[src/rtl/inst_fetch.sv]
// -----------------------------------------------------------------------------
// inst_fetch
//   Fetch sequencer for the control unit's instruction stream. It owns the PC,
//   runs a req/ack handshake with instruction memory and presents each fetched
//   word, together with its PC, in a single-entry valid/ready output buffer.
//   A branch redirect from the datapath squashes the wrong-path word, whether
//   that word is buffered, arriving this cycle, or still outstanding in memory.
//
// Ports
//   clk            in   clock, rising edge
//   rst            in   synchronous reset, active high
//   fetch_en       in   allow new memory requests to be issued
//   imem_req       out  request to instruction memory (FETCH/DRAIN)
//   imem_addr      out  request address (the PC register, word aligned)
//   imem_ack       in   memory accepted request, imem_rdata valid
//   imem_rdata     in   instruction word from memory
//   Inst           out  buffered instruction word
//   inst_pc        out  PC of the word on Inst
//   inst_valid     out  Inst/inst_pc valid (HAVE)
//   inst_ready     in   consumer accepts Inst this cycle
//   redirect_valid in   branch taken, restart at redirect_pc
//   redirect_pc    in   branch target (low two bits ignored)
//   busy           out  a memory request is outstanding
// -----------------------------------------------------------------------------
module inst_fetch #(
  parameter int                  PC_WIDTH = 64,
  parameter logic [PC_WIDTH-1:0] RESET_PC = {PC_WIDTH{1'b0}}
) (
  input  logic                clk,
  input  logic                rst,
  input  logic                fetch_en,
  output logic                imem_req,
  output logic [PC_WIDTH-1:0] imem_addr,
  input  logic                imem_ack,
  input  logic [31:0]         imem_rdata,
  output logic [31:0]         Inst,
  output logic [PC_WIDTH-1:0] inst_pc,
  output logic                inst_valid,
  input  logic                inst_ready,
  input  logic                redirect_valid,
  input  logic [PC_WIDTH-1:0] redirect_pc,
  output logic                busy
);

  typedef enum logic [1:0] {
    S_IDLE  = 2'd0,
    S_FETCH = 2'd1,
    S_HAVE  = 2'd2,
    S_DRAIN = 2'd3
  } state_e;

  state_e              state_q,   state_d;
  logic [PC_WIDTH-1:0] pc_q,      pc_d;
  logic [PC_WIDTH-1:0] pend_pc_q, pend_pc_d;
  logic [PC_WIDTH-1:0] inst_pc_q, inst_pc_d;
  logic [31:0]         inst_q,    inst_d;

  logic [PC_WIDTH-1:0] redir_pc;
  state_e              resume_state;

  // Branch targets are forced onto a word boundary.
  function automatic logic [PC_WIDTH-1:0] word_align(input logic [PC_WIDTH-1:0] a);
    return {a[PC_WIDTH-1:2], 2'b00};
  endfunction

  // Sequential PC; wraps silently modulo 2^PC_WIDTH.
  function automatic logic [PC_WIDTH-1:0] pc_inc(input logic [PC_WIDTH-1:0] a);
    return a + {{(PC_WIDTH-3){1'b0}}, 3'd4};
  endfunction

  assign redir_pc     = word_align(redirect_pc);
  // Where to go once the current word or request is finished with.
  assign resume_state = fetch_en ? S_FETCH : S_IDLE;

  always_comb begin
    state_d   = state_q;
    pc_d      = pc_q;
    pend_pc_d = pend_pc_q;
    inst_d    = inst_q;
    inst_pc_d = inst_pc_q;

    case (state_q)
      S_IDLE: begin
        if (redirect_valid) begin
          pc_d = redir_pc;
        end else if (fetch_en) begin
          state_d = S_FETCH;
        end
      end

      S_FETCH: begin
        if (redirect_valid) begin
          if (imem_ack) begin
            // Returning word is wrong-path: drop it and restart at the target.
            pc_d    = redir_pc;
            state_d = resume_state;
          end else begin
            // The request cannot be withdrawn; remember the target and wait.
            pend_pc_d = redir_pc;
            state_d   = S_DRAIN;
          end
        end else if (imem_ack) begin
          inst_d    = imem_rdata;
          inst_pc_d = pc_q;
          pc_d      = pc_inc(pc_q);
          state_d   = S_HAVE;
        end
      end

      S_HAVE: begin
        // A redirect wins over a same-cycle handshake: the word is not consumed.
        if (redirect_valid) begin
          pc_d    = redir_pc;
          state_d = resume_state;
        end else if (inst_ready) begin
          state_d = resume_state;
        end
      end

      S_DRAIN: begin
        if (imem_ack) begin
          pc_d    = redirect_valid ? redir_pc : pend_pc_q;
          state_d = resume_state;
        end else if (redirect_valid) begin
          // Newest redirect wins.
          pend_pc_d = redir_pc;
        end
      end

      default: state_d = S_IDLE;
    endcase
  end

  always_ff @(posedge clk) begin
    if (rst) begin
      state_q   <= S_IDLE;
      pc_q      <= RESET_PC;
      pend_pc_q <= {PC_WIDTH{1'b0}};
      inst_q    <= 32'd0;
      inst_pc_q <= {PC_WIDTH{1'b0}};
    end else begin
      state_q   <= state_d;
      pc_q      <= pc_d;
      pend_pc_q <= pend_pc_d;
      inst_q    <= inst_d;
      inst_pc_q <= inst_pc_d;
    end
  end

  // All outputs decode directly from registered state.
  assign imem_req   = (state_q == S_FETCH) || (state_q == S_DRAIN);
  assign busy       = imem_req;
  assign inst_valid = (state_q == S_HAVE);
  assign imem_addr  = pc_q;
  assign Inst       = inst_q;
  assign inst_pc    = inst_pc_q;

endmodule

[config.mk]
export PLATFORM = sky130hd
export DESIGN_NAME = inst_fetch
export DESIGN_NICKNAME = d
export VERILOG_FILES = /design/src/rtl/inst_fetch.sv
export SDC_FILE = /design/constraint.sdc
export NUM_CORES = 1
export LEC_CHECK = 0
export CAP_MARGIN = 0
export CORE_MARGIN = 8
export CORE_UTILIZATION = 40
export CTS_CLUSTER_DIAMETER = 200
export DETAILED_ROUTE_END_ITERATION = 16
export PLACE_DENSITY = 0.68
export SYNTH_ARGS = -nofsm -noshare
export SYNTH_HDL_FRONTEND = slang
export SYNTH_SLANG_ARGS = --single-unit
[constraint.sdc]
create_clock -name clk -period 5.11 [get_ports clk]
set_clock_uncertainty 0.15 [all_clocks]
set_input_delay 1.022 -clock clk [delete_from_list [all_inputs] [get_ports clk]]
set_output_delay 1.022 -clock clk [all_outputs]
set_load 0.01 [all_outputs]
* Word-level counts from Yosys, hierarchy flattened
Index checks and enable logic that the tools add are counted.
** Cells by class
- $add $sub $neg :: 1
- Equality and inequality tests :: 13
- Multiplexer cells :: 21
- Bitwise logic cells :: 1
- Reduce and logical (&&, ||, !) cells :: 8
** Operators with widths (count)
- 64-bit two-way mux :: 9
- 64-bit case mux with 3 select lines :: 1
- 64-bit case mux with 2 select lines :: 1
- 64-bit by 3-bit adder with 64-bit output, second input constant :: 1
- 2-bit two-way mux :: 8
- 2-bit inequality test, second input constant :: 7
- 2-bit case mux with 4 select lines :: 1
- 3-bit AND reduction :: 2
- 5-bit AND reduction :: 1
- 2-bit == test, second input constant :: 2
- 4-bit AND reduction :: 1
- 3-bit by 1-bit inequality test with 1-bit output, second input constant :: 1
- 3-bit inequality test, second input constant :: 1
- 2-bit by 1-bit == test with 1-bit output, second input constant :: 1
- 2-bit zero test :: 1
- 2-bit by 1-bit inequality test with 1-bit output, second input constant :: 1
- 2-bit nonzero test :: 1
- 2-bit OR reduction :: 1
- 1-bit logical OR :: 1
- 1-bit two-way mux :: 1
- 1-bit inverter :: 1
** Storage, ports and cells
- Register bits :: 226
- Input port bits :: 102
- Output and inout bits :: 163
- Logic and storage cells :: 49

* Longest topological paths before layout
Gate-level depths: netlist of run 1.
- Depth in word-level cells :: 4
- Mapped depth :: 9
- Gate-level depth less buffers :: 7

* Least setup slack after synthesis of run 1
OpenSTA, ideal clock, no wires.
- Kind :: in2reg
- From :: input port redirect_valid
- To :: register pc_q[19], in the netlist imem_addr[19]
- Setup time :: 92 ps
- Arrival time :: 2512 ps
- Data required time :: 4868 ps
- Path slack :: 2357 ps
- Cell stages on the path :: 8
- Buffers on the path :: 4
- Cell sequence :: clkbuf_1 nand2b_1 clkbuf_1 nand2_1 buf_1 buf_1 a21oi_1 nor4_1
** On the way
- Word-level cells in the longest chain between the ends :: 3
- Elaborated cells on any way between the ends :: 6
- Classes of those cells :: eq/ne (1); mux (4); reduce/logical (1)
** RTL lines
- start: declaration :: line 40 : input logic redirect_valid,
- 64-bit two-way mux
- 64-bit two-way mux :: line 121 : if (imem_ack) begin
- 64-bit case mux with 3 select lines :: line 82 : case (state_q)
- end signal: assignment :: line 143 : pc_q <= pc_d;
- end: declaration :: line 53 : logic [PC_WIDTH-1:0] pc_q, pc_d;
Parallel ways exist; a longest one is shown, timed or not. The select of a mux whose other input is x is not followed.
A chain may end at the register's enable or synchronous reset.

* Worst setup path after layout of run 1
- From :: input port redirect_valid
- To :: register pc_q[18], in the netlist imem_addr[18]
The elaborated chain is that of the path after synthesis.

==> impl_metrics.env, run 1 <==
export IMPL_status="finished clean"
export IMPL_critPathMaxStageDelay_ns=0.91
export IMPL_met2WireLength_um=17600
export IMPL_totalWireLength_um=37000
export IMPL_rows=58
export IMPL_setup_viol=0
export IMPL_antenna_found_initial=4
export IMPL_crit_path_max_fanout=14
export IMPL_min_period_ns=3.48
export IMPL_drt_vias_per_instance=5.59
export IMPL_timing_fmax_mhz=287
export IMPL_max_cap_violations=0
export IMPL_drv_slew=0
export IMPL_first_global_vias=9967
export IMPL_synth_main_ff_cell="dfxtp_1"
export IMPL_critPathKind="in2reg"
export IMPL_nets=1666
export IMPL_final_cell_mix="nand2_1, clkdlybuf4s50_1, a21oi_1, dfxtp_1, nor2_1"
export IMPL_final_area_mm2=0.0141
export IMPL_p_per_area_mw_per_mm2=311
export IMPL_clock_path_buffers=3
export IMPL_finalHoldViolations=0
export IMPL_fillers=2401
export IMPL_die_y_um=176
export IMPL_gr_usage_all_layers_pct=22.5
export IMPL_p_leak_uw=0.00465
export IMPL_grt_start_max_net_pins=167
export IMPL_synth_seq_cells=226
export IMPL_cts_buffers=26
export IMPL_critPathSlowestCell="clkdlybuf4s50_1"
export IMPL_wire_per_inst_um=19.3
export IMPL_via_count=10710
export IMPL_final_common_cell="nand2_1"
export IMPL_clk_pin_slew_ns=0.06
export IMPL_drc_errors=0
export IMPL_yosysWarningCount=0
export IMPL_synth_edf_count=0
export IMPL_grt_ovfl_total=0
export IMPL_end_kind="flop"
export IMPL_firstDrtPassIters=6
export IMPL_core_mm2=0.0253
export IMPL_htree_num_levels=1
export IMPL_max_vdd_ir_drop_uv=233
export IMPL_insertion_delay_ns=0.53
export IMPL_cts_tree="yes"
export IMPL_rsz0062_at_grt="false"
export IMPL_fin_crit_sh_pct=68.1
export IMPL_top_level_ports=265
export IMPL_post_cts_setup_buffers=0
export IMPL_tns_ns=0
export IMPL_synth_area_mm2=0.0103
export IMPL_cts_hold_fix_buffers=0
export IMPL_path_delay_family="buffers and inverters"
export IMPL_multi_input_area_mm2=0.00535
export IMPL_synth_async_reset_ratio_pct=0
export IMPL_grt_pass1_wl_um=57200
export IMPL_avgSynthCellArea_um2=7.64
export IMPL_gp_congestion=0.804
export IMPL_synth_cell_types=62
export IMPL_cp_required_ns=5.35
export IMPL_drtIter0Drc=977
export IMPL_cp_num_buf_inv=2
export IMPL_ys_seq_area_share_pct=43.9
export IMPL_drive_above_1_share_pct=6.20
export IMPL_slew_headroom_pct=24.5
export IMPL_top_layer="met4"
export IMPL_wl_met1_um=15600
export IMPL_ctsRootBufferMaster="clkbuf_16"
export IMPL_place_hpwl_um=24900
export IMPL_area_growth_pct=36.5
export IMPL_tightest_slew_ns=1.13
export IMPL_ant_nets=0
export IMPL_clock_sinks=226
export IMPL_power_uw=4380
export IMPL_port_buffers=262
export IMPL_cp_arrival_ns=3.72
export IMPL_final_util_pct=55.7
export IMPL_hold_class="reg2reg"
export IMPL_cts_resized=0
export IMPL_wl_met3_um=3010
export IMPL_initial_core_util_pct=40.8
export IMPL_dpl_instance_area_mm2=0.0132
export IMPL_die_area_mm2=0.0311
export IMPL_start_kind="input port"
export IMPL_seq_area_mm2=0.00453
export IMPL_synthCells=1349
export IMPL_syn_nets=1452
export IMPL_path_cells="clkdlybuf4s50_1 > nand2b_1 > buf_4 > and2_0 > a21oi_1 > nor2_1 > a2111oi_0"
export IMPL_die_x_um=176
==> path summary, 6_finish.rpt <==
| path | from | to | slack (ns) | depth (start not counted) |
|---|---|---|---|---|
| worst max-delay path | redirect_valid | imem_addr[18]$_SDFFE_PP0P_ | 1.63 | 7 |
| worst min-delay path | Inst[1]$_SDFFE_PP0P_ | Inst[1]$_SDFFE_PP0P_ | 0.30 | 2 |
| worst max register to register | state_q[0]$_SDFFE_PP0P_ | imem_addr[25]$_SDFFE_PP0P_ | 2.10 | 6 |
| worst min register to register | Inst[1]$_SDFFE_PP0P_ | Inst[1]$_SDFFE_PP0P_ | 0.30 | 2 |
==> synth_stat cells, types with 7 or more instances <==
cell | count | share of area [%]
nor4_1 | 14 | 0.85
o221ai_1 | 21 | 1.8
buf_2 | 7 | 0.34
and3_1 | 8 | 0.49
a221oi_1 | 8 | 0.68
xor2_1 | 7 | 0.60
xnor2_1 | 36 | 3.1
or3_1 | 14 | 0.85
o21ai_0 | 26 | 1.3
nand4_1 | 19 | 1.2
buf_1 | 7 | 0.26
dfxtp_1 | 226 | 44
o22ai_1 | 48 | 2.9
nand2_1 | 345 | 13
nand3_1 | 24 | 1.2
nor3_1 | 27 | 1.3
nor4_2 | 7 | 0.85
clkbuf_1 | 89 | 3.2
inv_1 | 13 | 0.47
a211oi_1 | 10 | 0.73
a21oi_1 | 244 | 12
nor2_1 | 72 | 2.6
==> report_power, final <==
part | leakage [uW] | internal (uW) | switching (uW) | total, uW
clock network | 0.000409 | 1090 | 725 | 1810
logic | 0.00241 | 299 | 306 | 605
registers | 0.00184 | 1840 | 123 | 1960
total | 0.00465 | 3220 | 1150 | 4380
==> registers in the layout, summed over array words and instances (netlist names) <==
register,count
imem_addr,64
pend_pc_q,64
Inst,32
inst_pc,64
state_q,2
==> metal layers <==
metal	global-route usage [%]	up-vias
met5	0	-
met4	7.18	0
met3	4.34	60
met2	37.0	445
met1	29.4	5031
li1	-	5174
==> cell type report <==
cell class / count / area share (%)
antenna: 4 / 0.0712
clock buffer: 41 / 5.53
clock inverter: 5 / 0.383
inverter: 15 / 0.400
multi-input combinational: 1003 / 38.0
sequential: 226 / 32.2
tap: 330 / 2.94
timing repair buffer: 291 / 20.5
==> cells by family after synthesis <==
| logic type | share of synthesized area, % |
|---|---|
| AO/OA/AOI/OAI | 22.4 |
| multiplexers | 0.802 |
| adder cells (fa/ha/maj) | 0.121 |
| buffers and inverters | 4.53 |
| AND/OR/NAND/NOR | 24.6 |
| flip-flops | 43.9 |
| XOR/XNOR | 3.66 |
==> per-stage QoR <==
| stage | hold WS, ns | worst slack (ns) | std cells |
|---|---|---|---|
| 3_3_place_gp | 0.290 | 1.24 | 1865 |
| 6_report | 0.301 | 1.63 | 1915 |
| 5_1_grt | 0.315 | 1.45 | 1915 |
| 3_5_place_dp | 0.296 | 1.23 | 1865 |
| 4_1_cts | 0.303 | 1.73 | 1911 |
| 2_1_floorplan | 0.283 | 2.36 | 1349 |
==> worst min-delay path: cells and delay by family, from the launching register on <==
kind / cells / cell delay, ns
AND/OR/NAND/NOR: 1 / 0.05
AO/OA/AOI/OAI: 1 / 0.05
flip-flops: 1 / 0.31
(Power assumes the default switching activity.)
==> run 2: changes to the inputs <==
Clock period 5.11 ns to 3.3 ns, I/O delays scaled along.
==> run 2 against run 1 <==
Sequential share of layout area down 0.77 points; critical path type is now reg2reg; final cell count grew 1.5%; count of clock-buffer cells in the layout down 3; setup slack got worse by 1.1 ns.
==> impl_metrics.env, run 2 (synthesis gave the netlist of run 1 again) <==
export IMPL_grt_start_max_net_pins=71
export IMPL_clock_path_buffers=3
export IMPL_whs_ns=0.301
export IMPL_drv_slew=0
export IMPL_totalWireLength_um=37700
export IMPL_gp_congestion=0.832
export IMPL_clk_pin_slew_ns=0.06
export IMPL_final_cell_mix="nand2_1, clkdlybuf4s50_1, a21oi_1, dfxtp_1, nor2_1"
export IMPL_cpMostUsedCell="nand4_4"
export IMPL_rsz0062_at_grt="false"
export IMPL_htree_num_levels=1
export IMPL_dp_slack_ns=0.228
export IMPL_rows=58
export IMPL_ant_nets=0
export IMPL_status="finished clean"
export IMPL_core_mm2=0.0253
export IMPL_final_common_cell="nand2_1"
export IMPL_hold_class="reg2reg"
export IMPL_end_kind="flop"
export IMPL_grt_pass1_wl_um=58300
export IMPL_critPathMaxStageDelay_ns=0.58
export IMPL_tightest_slew_ns=0.864
export IMPL_initial_core_util_pct=40.8
export IMPL_wire_per_inst_um=19.4
export IMPL_cts_buffers=26
export IMPL_place_hpwl_um=25500
export IMPL_drive_above_1_share_pct=8.02
export IMPL_path_cells="nand4_4 > nor4_4 > nand4_4 > buf_4 > nor4_2 > xnor2_1 > a221oi_1"
export IMPL_critPathSlowestCell="dfxtp_1"
export IMPL_antenna_found_initial=6
export IMPL_die_area_mm2=0.0311
export IMPL_cp_num_buf_inv=1
export IMPL_setup_viol=0
export IMPL_die_y_um=176
export IMPL_cp_required_ns=3.59
export IMPL_critPathKind="reg2reg"
export IMPL_grt_ovfl_total=0
export IMPL_p_per_area_mw_per_mm2=493
export IMPL_first_global_vias=10422
export IMPL_timing_final_ws_setup_ns=0.572
export IMPL_insertion_delay_ns=0.54
export IMPL_cp_arrival_ns=3.02
export IMPL_cts_hold_fix_buffers=0
export IMPL_fin_crit_sh_pct=82.7
export IMPL_cts_tree="yes"
export IMPL_post_cts_setup_buffers=0
export IMPL_clock_sinks=226
export IMPL_area_growth_pct=39.8
export IMPL_drt_vias_per_instance=5.62
export IMPL_ctsRootBufferMaster="clkbuf_16"
export IMPL_max_cap_violations=0
export IMPL_top_level_ports=265
export IMPL_drc_errors=0
export IMPL_timing_fmax_mhz=367
export IMPL_start_kind="flop"
export IMPL_min_period_ns=2.73
export IMPL_p_leak_uw=0.00486
export IMPL_crit_path_max_fanout=13
export IMPL_max_vdd_ir_drop_uv=490
export IMPL_finalHoldViolations=0
export IMPL_port_buffers=262
export IMPL_drtIter0Drc=899
export IMPL_gr_usage_all_layers_pct=22.9
export IMPL_die_x_um=176
export IMPL_firstDrtPassIters=5
export IMPL_slew_headroom_pct=42.4
export IMPL_final_area_mm2=0.0144
export IMPL_nets=1692
export IMPL_tns_ns=0
export IMPL_dpl_instance_area_mm2=0.0135
export IMPL_path_delay_family="simple AND/OR/NAND/NOR gates"
export IMPL_via_count=10921
export IMPL_cts_resized=0
-- run 2: cell types whose count changed in the layout (fill, tap and decap cells not counted) --
cell,delta
buf_4,+21
buf_12,+5
bufinv_16,+3
clkbuf_1,-3
clkinv_2,+3
clkinv_4,-1
-- run 2: area by class of cell --
class,instances,area [um2]
Antenna cell,4,10.0
Clock buffer,38,767
Clock inverter,10,150
Fill cell,2334,10900
Inverter,15,56.3
Multi-Input combinational cell,1003,5350
Sequential cell,226,4530
Tap cell,330,413
Timing Repair Buffer,317,3140
-- run 2: metal layers --
metal / global-route usage (%) / share of wire [%] / routed length (um)
met1: 29.3 / 42 / 15700
met2: 38.3 / 47 / 17900
met3: 4.70 / 8.3 / 3130
met4: 7.36 / 2.7 / 1020
met5: 0 / 0.061 / 23
-- run 2: report_power, final --
part / total [uW] / switching [uW] / internal [uW]
clock: 3080 / 1160 / 1920
sequential: 3000 / 155 / 2840
combinational: 1020 / 521 / 498
total: 7100 / 1840 / 5260
-- run 2: worst paths after layout --
check | slack, ns | depth (start not counted) | to | startpoint
worst min register to register | 0.30 | 2 | inst_pc[22]$_SDFFE_PP0P_ | inst_pc[22]$_SDFFE_PP0P_
worst max register to register | 0.57 | 7 | imem_addr[55]$_SDFFE_PP0P_ | imem_addr[11]$_SDFFE_PP0P_
worst max-delay path | 0.57 | 7 | imem_addr[55]$_SDFFE_PP0P_ | imem_addr[11]$_SDFFE_PP0P_
worst min-delay path | 0.30 | 2 | inst_pc[22]$_SDFFE_PP0P_ | inst_pc[22]$_SDFFE_PP0P_
-- run 2: metrics by stage --
stage / utilization (%) / power, uW / cells
detailed placement: 53.4 / 4070 / 1891
finish: 57.0 / 7100 / 1943
floorplan: - / 3500 / 1349
global placement: 53.4 / 4050 / 1891
CTS: 57.0 / 7130 / 1939
global route: 57.0 / 7340 / 1943
-- run 2: worst reg2reg max path: cells and delay by family, from the launching register on --
family	cells	cell delay, ns
xor gates and xnor gates	1	0.10
AOI/OAI and AO/OA	1	0.28
and+or+nand+nor	4	1.25
DFF	1	0.58
buffers and inverters	1	0.27
